==> config.mk <==
export PLATFORM = sky130hd
export DESIGN_NAME = bcp_pe_multi
export DESIGN_NICKNAME = d
export VERILOG_FILES = /design/src/rtl/bcp_pkg.sv /design/src/rtl/bcp_prune_core.sv /design/src/rtl/bcp_pe_multi.sv
export SDC_FILE = /design/constraint.sdc
export NUM_CORES = 1
export LEC_CHECK = 0
export ABC_CLOCK_PERIOD_IN_PS = 5800
export CAP_MARGIN = 20
export CORE_UTILIZATION = 39
export CTS_CLUSTER_DIAMETER = 80
export DETAILED_ROUTE_END_ITERATION = 10
export GPL_ROUTABILITY_DRIVEN = 0
export PLACE_DENSITY_LB_ADDON = 0.05
export SYNTH_ARGS = -nofsm -noshare
export SYNTH_HDL_FRONTEND = slang
export SYNTH_SLANG_ARGS = --single-unit
==> constraint.sdc <==
create_clock -name clk -period 5.8 [get_ports clk]
set_input_delay 1.74 -clock clk [delete_from_list [all_inputs] [get_ports clk]]
set_output_delay 1.74 -clock clk [all_outputs]
set_load 0.03 [all_outputs]
==> src/rtl/bcp_pkg.sv <==
// Shared types and helpers for the multi-literal BCP processing element.
package bcp_pkg;

   localparam int unsigned LIT_W   = 8;
   localparam int unsigned CLA_LEN = 3;
   localparam int unsigned NUM_UC  = 2;

   // Two's-complement literal; 0 marks an empty or pruned slot.
   typedef logic [LIT_W-1:0]    lit_t;
   typedef lit_t [CLA_LEN-1:0]  cla_t;
   typedef lit_t [NUM_UC-1:0]   uc_set_t;

   typedef enum logic [2:0] {
      RES_NONE,
      RES_SAT,
      RES_CONFLICT,
      RES_IMPLY,
      RES_DELIM
   } res_kind_t;

   typedef enum logic {
      WAIT_UC,
      RUN
   } state_t;

   typedef struct packed {
      cla_t clause;
      logic delim;
      logic conflict;
      logic imply;
      lit_t imply_lit;
   } out_pl_t;

   localparam lit_t LIT_MIN = {1'b1, {(LIT_W-1){1'b0}}};

   // True when the set holds some literal together with its negation.
   function automatic logic uc_self_conflict(input uc_set_t s);
      logic r;
      r = 1'b0;
      for (int i = 0; i < NUM_UC; i++) begin
         for (int j = 0; j < NUM_UC; j++) begin
            if (s[i] != '0 && s[i] == lit_t'(-s[j])) r = 1'b1;
         end
      end
      return r;
   endfunction

endpackage

==> src/rtl/bcp_prune_core.sv <==
// Combinational pruning of one clause against the active unit-literal set.
module bcp_prune_core
   import bcp_pkg::*;
(
   input  logic [CLA_LEN*LIT_W-1:0] cla,
   input  logic [NUM_UC*LIT_W-1:0]  uc,
   output logic [CLA_LEN*LIT_W-1:0] pr,
   output res_kind_t                kind,
   output logic [LIT_W-1:0]         imply_lit
);

   cla_t    c;
   uc_set_t u;
   cla_t    p;
   logic    sat;
   logic    any_lit;
   logic    multi_lit;
   lit_t    first_lit;

   assign c  = cla;
   assign u  = uc;
   assign pr = p;

   // Match each slot against every nonzero unit literal and its negation.
   always_comb begin
      sat = 1'b0;
      p   = c;
      for (int i = 0; i < CLA_LEN; i++) begin
         for (int j = 0; j < NUM_UC; j++) begin
            if (u[j] != '0) begin
               if (c[i] == u[j]) sat = 1'b1;
               if (c[i] == lit_t'(-u[j])) p[i] = '0;
            end
         end
      end
   end

   // A survivor is unit when all nonzero slots carry the same literal.
   always_comb begin
      any_lit   = 1'b0;
      multi_lit = 1'b0;
      first_lit = '0;
      for (int i = 0; i < CLA_LEN; i++) begin
         if (p[i] != '0) begin
            if (!any_lit) begin
               any_lit   = 1'b1;
               first_lit = p[i];
            end else if (p[i] != first_lit) begin
               multi_lit = 1'b1;
            end
         end
      end
   end

   always_comb begin
      kind      = RES_NONE;
      imply_lit = '0;
      if (c == '0) begin
         kind = RES_DELIM;
      end else if (sat) begin
         kind = RES_SAT;
      end else if (!any_lit) begin
         kind = RES_CONFLICT;
      end else if (!multi_lit) begin
         kind      = RES_IMPLY;
         imply_lit = first_lit;
      end
   end

endmodule

==> src/rtl/bcp_pe_multi.sv <==
// BCP processing element: applies a unit-literal set per round to streamed
// clauses and forwards survivors through a back-pressured output register.
module bcp_pe_multi
   import bcp_pkg::*;
#(
   parameter int unsigned CNT_W = 16
) (
   input  logic                     clk,
   input  logic                     rst_n,
   input  logic                     flush,
   input  logic                     cla_valid,
   output logic                     cla_ready,
   input  logic [CLA_LEN*LIT_W-1:0] cla_in,
   input  logic                     uc_valid,
   output logic                     uc_ready,
   input  logic [NUM_UC*LIT_W-1:0]  uc_in,
   output logic                     out_valid,
   input  logic                     out_ready,
   output logic [CLA_LEN*LIT_W-1:0] out_clause,
   output logic                     out_delim,
   output logic                     out_conflict,
   output logic                     out_imply,
   output logic [LIT_W-1:0]         out_imply_lit,
   output logic                     conflict_sticky,
   output logic [CNT_W-1:0]         cnt_sat,
   output logic [CNT_W-1:0]         cnt_conflict,
   output logic [CNT_W-1:0]         cnt_imply
);

   state_t                   state;
   uc_set_t                  uc_q;
   out_pl_t                  out_q;
   logic                     out_v;
   logic [CLA_LEN*LIT_W-1:0] pr;
   res_kind_t                kind;
   logic [LIT_W-1:0]         imply_lit;
   logic                     uc_fire;
   logic                     cla_fire;
   logic                     emit;
   cla_t                     cla_v;
   uc_set_t                  uc_v;
   logic                     cla_bad;
   logic                     uc_bad;

   // Handshakes are suppressed entirely during a flush cycle.
   always_comb begin
      uc_ready  = 1'b0;
      cla_ready = 1'b0;
      if (!flush) begin
         uc_ready  = (state == WAIT_UC);
         cla_ready = (state == RUN) && (!out_v || out_ready);
      end
   end

   assign uc_fire  = uc_valid && uc_ready;
   assign cla_fire = cla_valid && cla_ready;
   assign emit     = cla_fire && (kind != RES_SAT);

   bcp_prune_core u_core (
      .cla       (cla_in),
      .uc        (uc_q),
      .pr        (pr),
      .kind      (kind),
      .imply_lit (imply_lit)
   );

   always_ff @(posedge clk or negedge rst_n) begin
      if (!rst_n) begin
         state           <= WAIT_UC;
         uc_q            <= '0;
         out_v           <= 1'b0;
         out_q           <= '0;
         conflict_sticky <= 1'b0;
         cnt_sat         <= '0;
         cnt_conflict    <= '0;
         cnt_imply       <= '0;
      end else if (flush) begin
         state           <= WAIT_UC;
         uc_q            <= '0;
         out_v           <= 1'b0;
         out_q           <= '0;
         conflict_sticky <= 1'b0;
      end else begin
         if (uc_fire) begin
            uc_q  <= uc_in;
            state <= RUN;
         end
         if (cla_fire && kind == RES_DELIM) state <= WAIT_UC;

         // Reload on accept, else drain when the consumer takes the result.
         if (emit) begin
            out_v <= 1'b1;
            out_q <= '{clause:    cla_t'(pr),
                       delim:     (kind == RES_DELIM),
                       conflict:  (kind == RES_CONFLICT),
                       imply:     (kind == RES_IMPLY),
                       imply_lit: lit_t'(imply_lit)};
         end else if (out_ready) begin
            out_v <= 1'b0;
            out_q <= '0;
         end

         if ((emit && kind == RES_CONFLICT) || (uc_fire && uc_self_conflict(uc_in)))
            conflict_sticky <= 1'b1;

         if (cla_fire && kind == RES_SAT && cnt_sat != '1)
            cnt_sat <= cnt_sat + CNT_W'(1);
         if (emit && kind == RES_CONFLICT && cnt_conflict != '1)
            cnt_conflict <= cnt_conflict + CNT_W'(1);
         if (emit && kind == RES_IMPLY && cnt_imply != '1)
            cnt_imply <= cnt_imply + CNT_W'(1);
      end
   end

   assign out_valid     = out_v;
   assign out_clause    = out_q.clause;
   assign out_delim     = out_q.delim;
   assign out_conflict  = out_q.conflict;
   assign out_imply     = out_q.imply;
   assign out_imply_lit = out_q.imply_lit;

   // The most negative literal has no negation and must never be presented.
   assign cla_v = cla_in;
   assign uc_v  = uc_in;

   always_comb begin
      cla_bad = 1'b0;
      uc_bad  = 1'b0;
      for (int i = 0; i < CLA_LEN; i++) if (cla_v[i] == LIT_MIN) cla_bad = 1'b1;
      for (int j = 0; j < NUM_UC; j++)  if (uc_v[j] == LIT_MIN)  uc_bad  = 1'b1;
   end

   a_cla_legal: assert property (@(posedge clk) disable iff (!rst_n)
                                 !(cla_fire && cla_bad));
   a_uc_legal:  assert property (@(posedge clk) disable iff (!rst_n)
                                 !(uc_fire && uc_bad));

endmodule

==> summary.txt <==
Final layout
  • Share of post-route cells with drive strength above 1: 8.74%
  • Layout overhead on the synthesized area: 27.3%
  • Most frequent cells in the layout: clkdlybuf4s50_1, nand2_1, dfrtp_1, xnor2_1, o21ai_0
  • Most common cell after layout, fill and taps aside: clkdlybuf4s50_1
  • Finished Cell Area: 9210 sq um
  • Layout net count: 1,021
  • Utilization after layout: 50.9%
  • ANT cells: 0
  • Post-Layout Cell Count: 1,202

Clocking
  • Clk pin slew, worst setup/hold paths: 70 ps
  • Clock buffer depth: 2
  • Root Buffer: clkbuf_16
  • CTS Buf Count: 9
  • Insertion delay to the later sink of the worst-skew pair: 370 ps
  • CTS H-Tree Depth: 3
  • Post_cts resized: 0
  • CTS Hold Bufs: 0
  • TritonCTS clock tree: built
  • Post-CTS setup buffer count: 0
  • CTS sink cnt: 102

Place
  • Post-Place Setup Slack: 185 ps
  • PortBufs: 132
  • Hpwl dp: 17,000 um
  • DP Area: 8890 sq um
  • Placed cell count: 1,186

Power
  • Worst VDD drop: 0.160 mV
  • Final Power: 1.85 mW
  • Share of total power in the clock network: 35.6%
  • Combinational group share of total power: 23.5%
  • Pint: 1.26 mW
  • Sw Share: 31.9%
  • Reg power frac: 40.9%
  • P_leak: 3.90 nW
  • Switching power of the nets: 0.591 mW
  • Power Dens Cells: 201 nW/um^2

Timing
  • Final setup fails: 0
  • RSZ-0062 raised after global routing: false
  • Max-slew headroom: 34.0%
  • Setup WS post-layout: 526 ps
  • Final worst path period need: 5270 ps
  • Final clock skew: 11.0 ps
  • Final Max Slew Viols: 0
  • Period utilization: 90.9%
  • Slew @ Worst Pin: 989 ps
  • FMAX: 190 MHz
  • Hold Slack: 486 ps
  • Final TNS setup: 0 ps
  • Hold Violations, Final: 0

Worst setup path
  • Reg2reg setup slack: 1040 ps
  • Max Fanout on Critical Path: 15
  • Crit path launch type: primary input
  • Worst EP arrival: 5530 ps
  • Setup CP Type: in -> reg
  • Crit end category: flip-flop
  • Worst Path Required: 6050 ps

Yosys
  • Post-Syn Area per Cell: 8.50 sq um
  • Post-synthesis simple-gate area fraction: 23.6%
  • Synthesis Warnings: 0
  • Sequential share of the synthesized area: 35.3%
  • Post-Syn Instances: 851
  • Synth Area in Compound Gates: 16.2%
  • Most common flop cell mapped by yosys: dfrtp_1
  • Post-Synth XOR/XNOR Area: 17.7%
  • Number of flops mapped to enable cells by yosys: 0
  • Number of distinct library cells after synthesis: 77
  • Yosys reg bits: 102
  • Syn_nets: 904
  • Mapped cell area: 7230 sq um
  • Mux contribution to synthesized area: 0.294%
  • Combinational family with the most area after synthesis: simple AND/OR/NAND/NOR gates
  • Post-Synth Adder-Cell Area: 1.21%
  • Asr flop ratio synth: 100%

Routing
  • Routed WL: 22,300 um
  • DRT Pass-1 Iters: 8
  • DR DRC count: 14
  • DR vias: 6,787
  • Vias per cell: 5.65
  • Initial drt markers: 458
  • WL per Instance: 18.5 um
  • Routed Antenna Nets: 0

Hold path
  • Hold crit path type: reg -> reg

Die
  • Starting Density: 40.0%
  • Ports: 133
  • Die height: 138 um
  • Core ar.: 18,100 sq um
  • Die W: 138 um
  • FP Rows: 49
  • Die ar.: 19,100 sq um

GRT
  • First-pass GRT wire length: 36,400 um
  • Initial antenna violation count: 0
  • GRT Total Usage: 23.8%
  • Vias in the first global route: 6,672
  • Largest net degree at the start of global routing: 71
  • Grt ovf: 0

Job
  • Max Cap Viol: 0

Run status
  • Status: finished with violations
  • Failing checks: design-rule violations
[worst paths after layout]
check	from	end	depth (start not counted)
setup reg to reg	uc_q[0]$_DFFE_PN0P_	cnt_imply[1]$_DFFE_PN0P_	14
setup / recovery	cla_in[7]	cnt_imply[1]$_DFFE_PN0P_	13
hold / removal	out_imply$_DFFE_PN0P_	out_imply$_DFFE_PN0P_	2
max in group asynchronous	rst_n	out_delim$_DFFE_PN0P_	2
min in group asynchronous	rst_n	cnt_conflict[10]$_DFFE_PN0P_	1
hold reg to reg	out_imply$_DFFE_PN0P_	out_imply$_DFFE_PN0P_	2
[kinds of logic (layout without fill, tap and decap cells)]
group	count (synthesis)	in the layout
AND/OR/NAND/NOR	331	331
AO/OA/AOI/OAI	169	169
XOR/XNOR	140	140
flip-flops	102	102
buffers and inverters	100	222
adder cells (fa/ha/maj)	7	7
multiplexers	2	2
[Yosys cell counts, types with 16 or more instances]
cell | count | area, sq um
nor2_1 | 32 | 120
nor3_1 | 20 | 100
o21ai_0 | 61 | 305
a21oi_1 | 19 | 95.1
xnor2_1 | 92 | 806
xor2_1 | 44 | 385
nor4_1 | 16 | 100
nand4_1 | 19 | 119
dfrtp_1 | 102 | 2550
nand3_1 | 58 | 290
inv_1 | 31 | 116
nand2_1 | 110 | 413
clkbuf_1 | 51 | 191
[cell type report]
type                    count  area (sq um)
clock inverters             7          92.6
clock buffers               9           225
well taps                 229           287
flip-flops and latches    102          2550
repair buffers            175          1660
multi-input cells         649          4270
fillers                  1725          8880
inverters                  31           116
[per-layer routing]
layer  up-vias  part of all wire [%]  global-route usage (%)
met2       222                    47                    38.4
met5         -                     0                       0
met4         0                   2.5                    9.34
met1      3309                    45                    32.2
li1       3222                     -                       -
met3        34                   5.7                    3.81
[registers in the layout, indices dropped and copies added (netlist names)]
name,count
out_clause,24
cnt_conflict,16
cnt_imply,16
cnt_sat,16
uc_q,16
out_imply_lit,8
conflict_sticky,1
out_conflict,1
out_delim,1
out_imply,1
out_valid,1
state,1
[critical path, stage by stage]
cell             delay, ps
clkdlybuf4s50_1        610
xor2_1                 350
xnor2_1                170
o32ai_1                 90
a32o_1                 250
a211o_2                460
a32o_1                 320
or4_1                  490
o211ai_2               110
o211ai_4               140
nor3_4                 280
buf_12                 180
mux2_2                 330
[power by group through the flow]
stage	combinational, mW	sequential [mW]	clock (mW)
after floorplan	0.287	0.762	0
after global placement	0.421	0.769	0
after detailed placement	0.429	0.770	0
after CTS	0.432	0.756	0.669
after global routing	0.474	0.759	0.695
final	0.435	0.756	0.659
(Power assumes the default switching activity.)
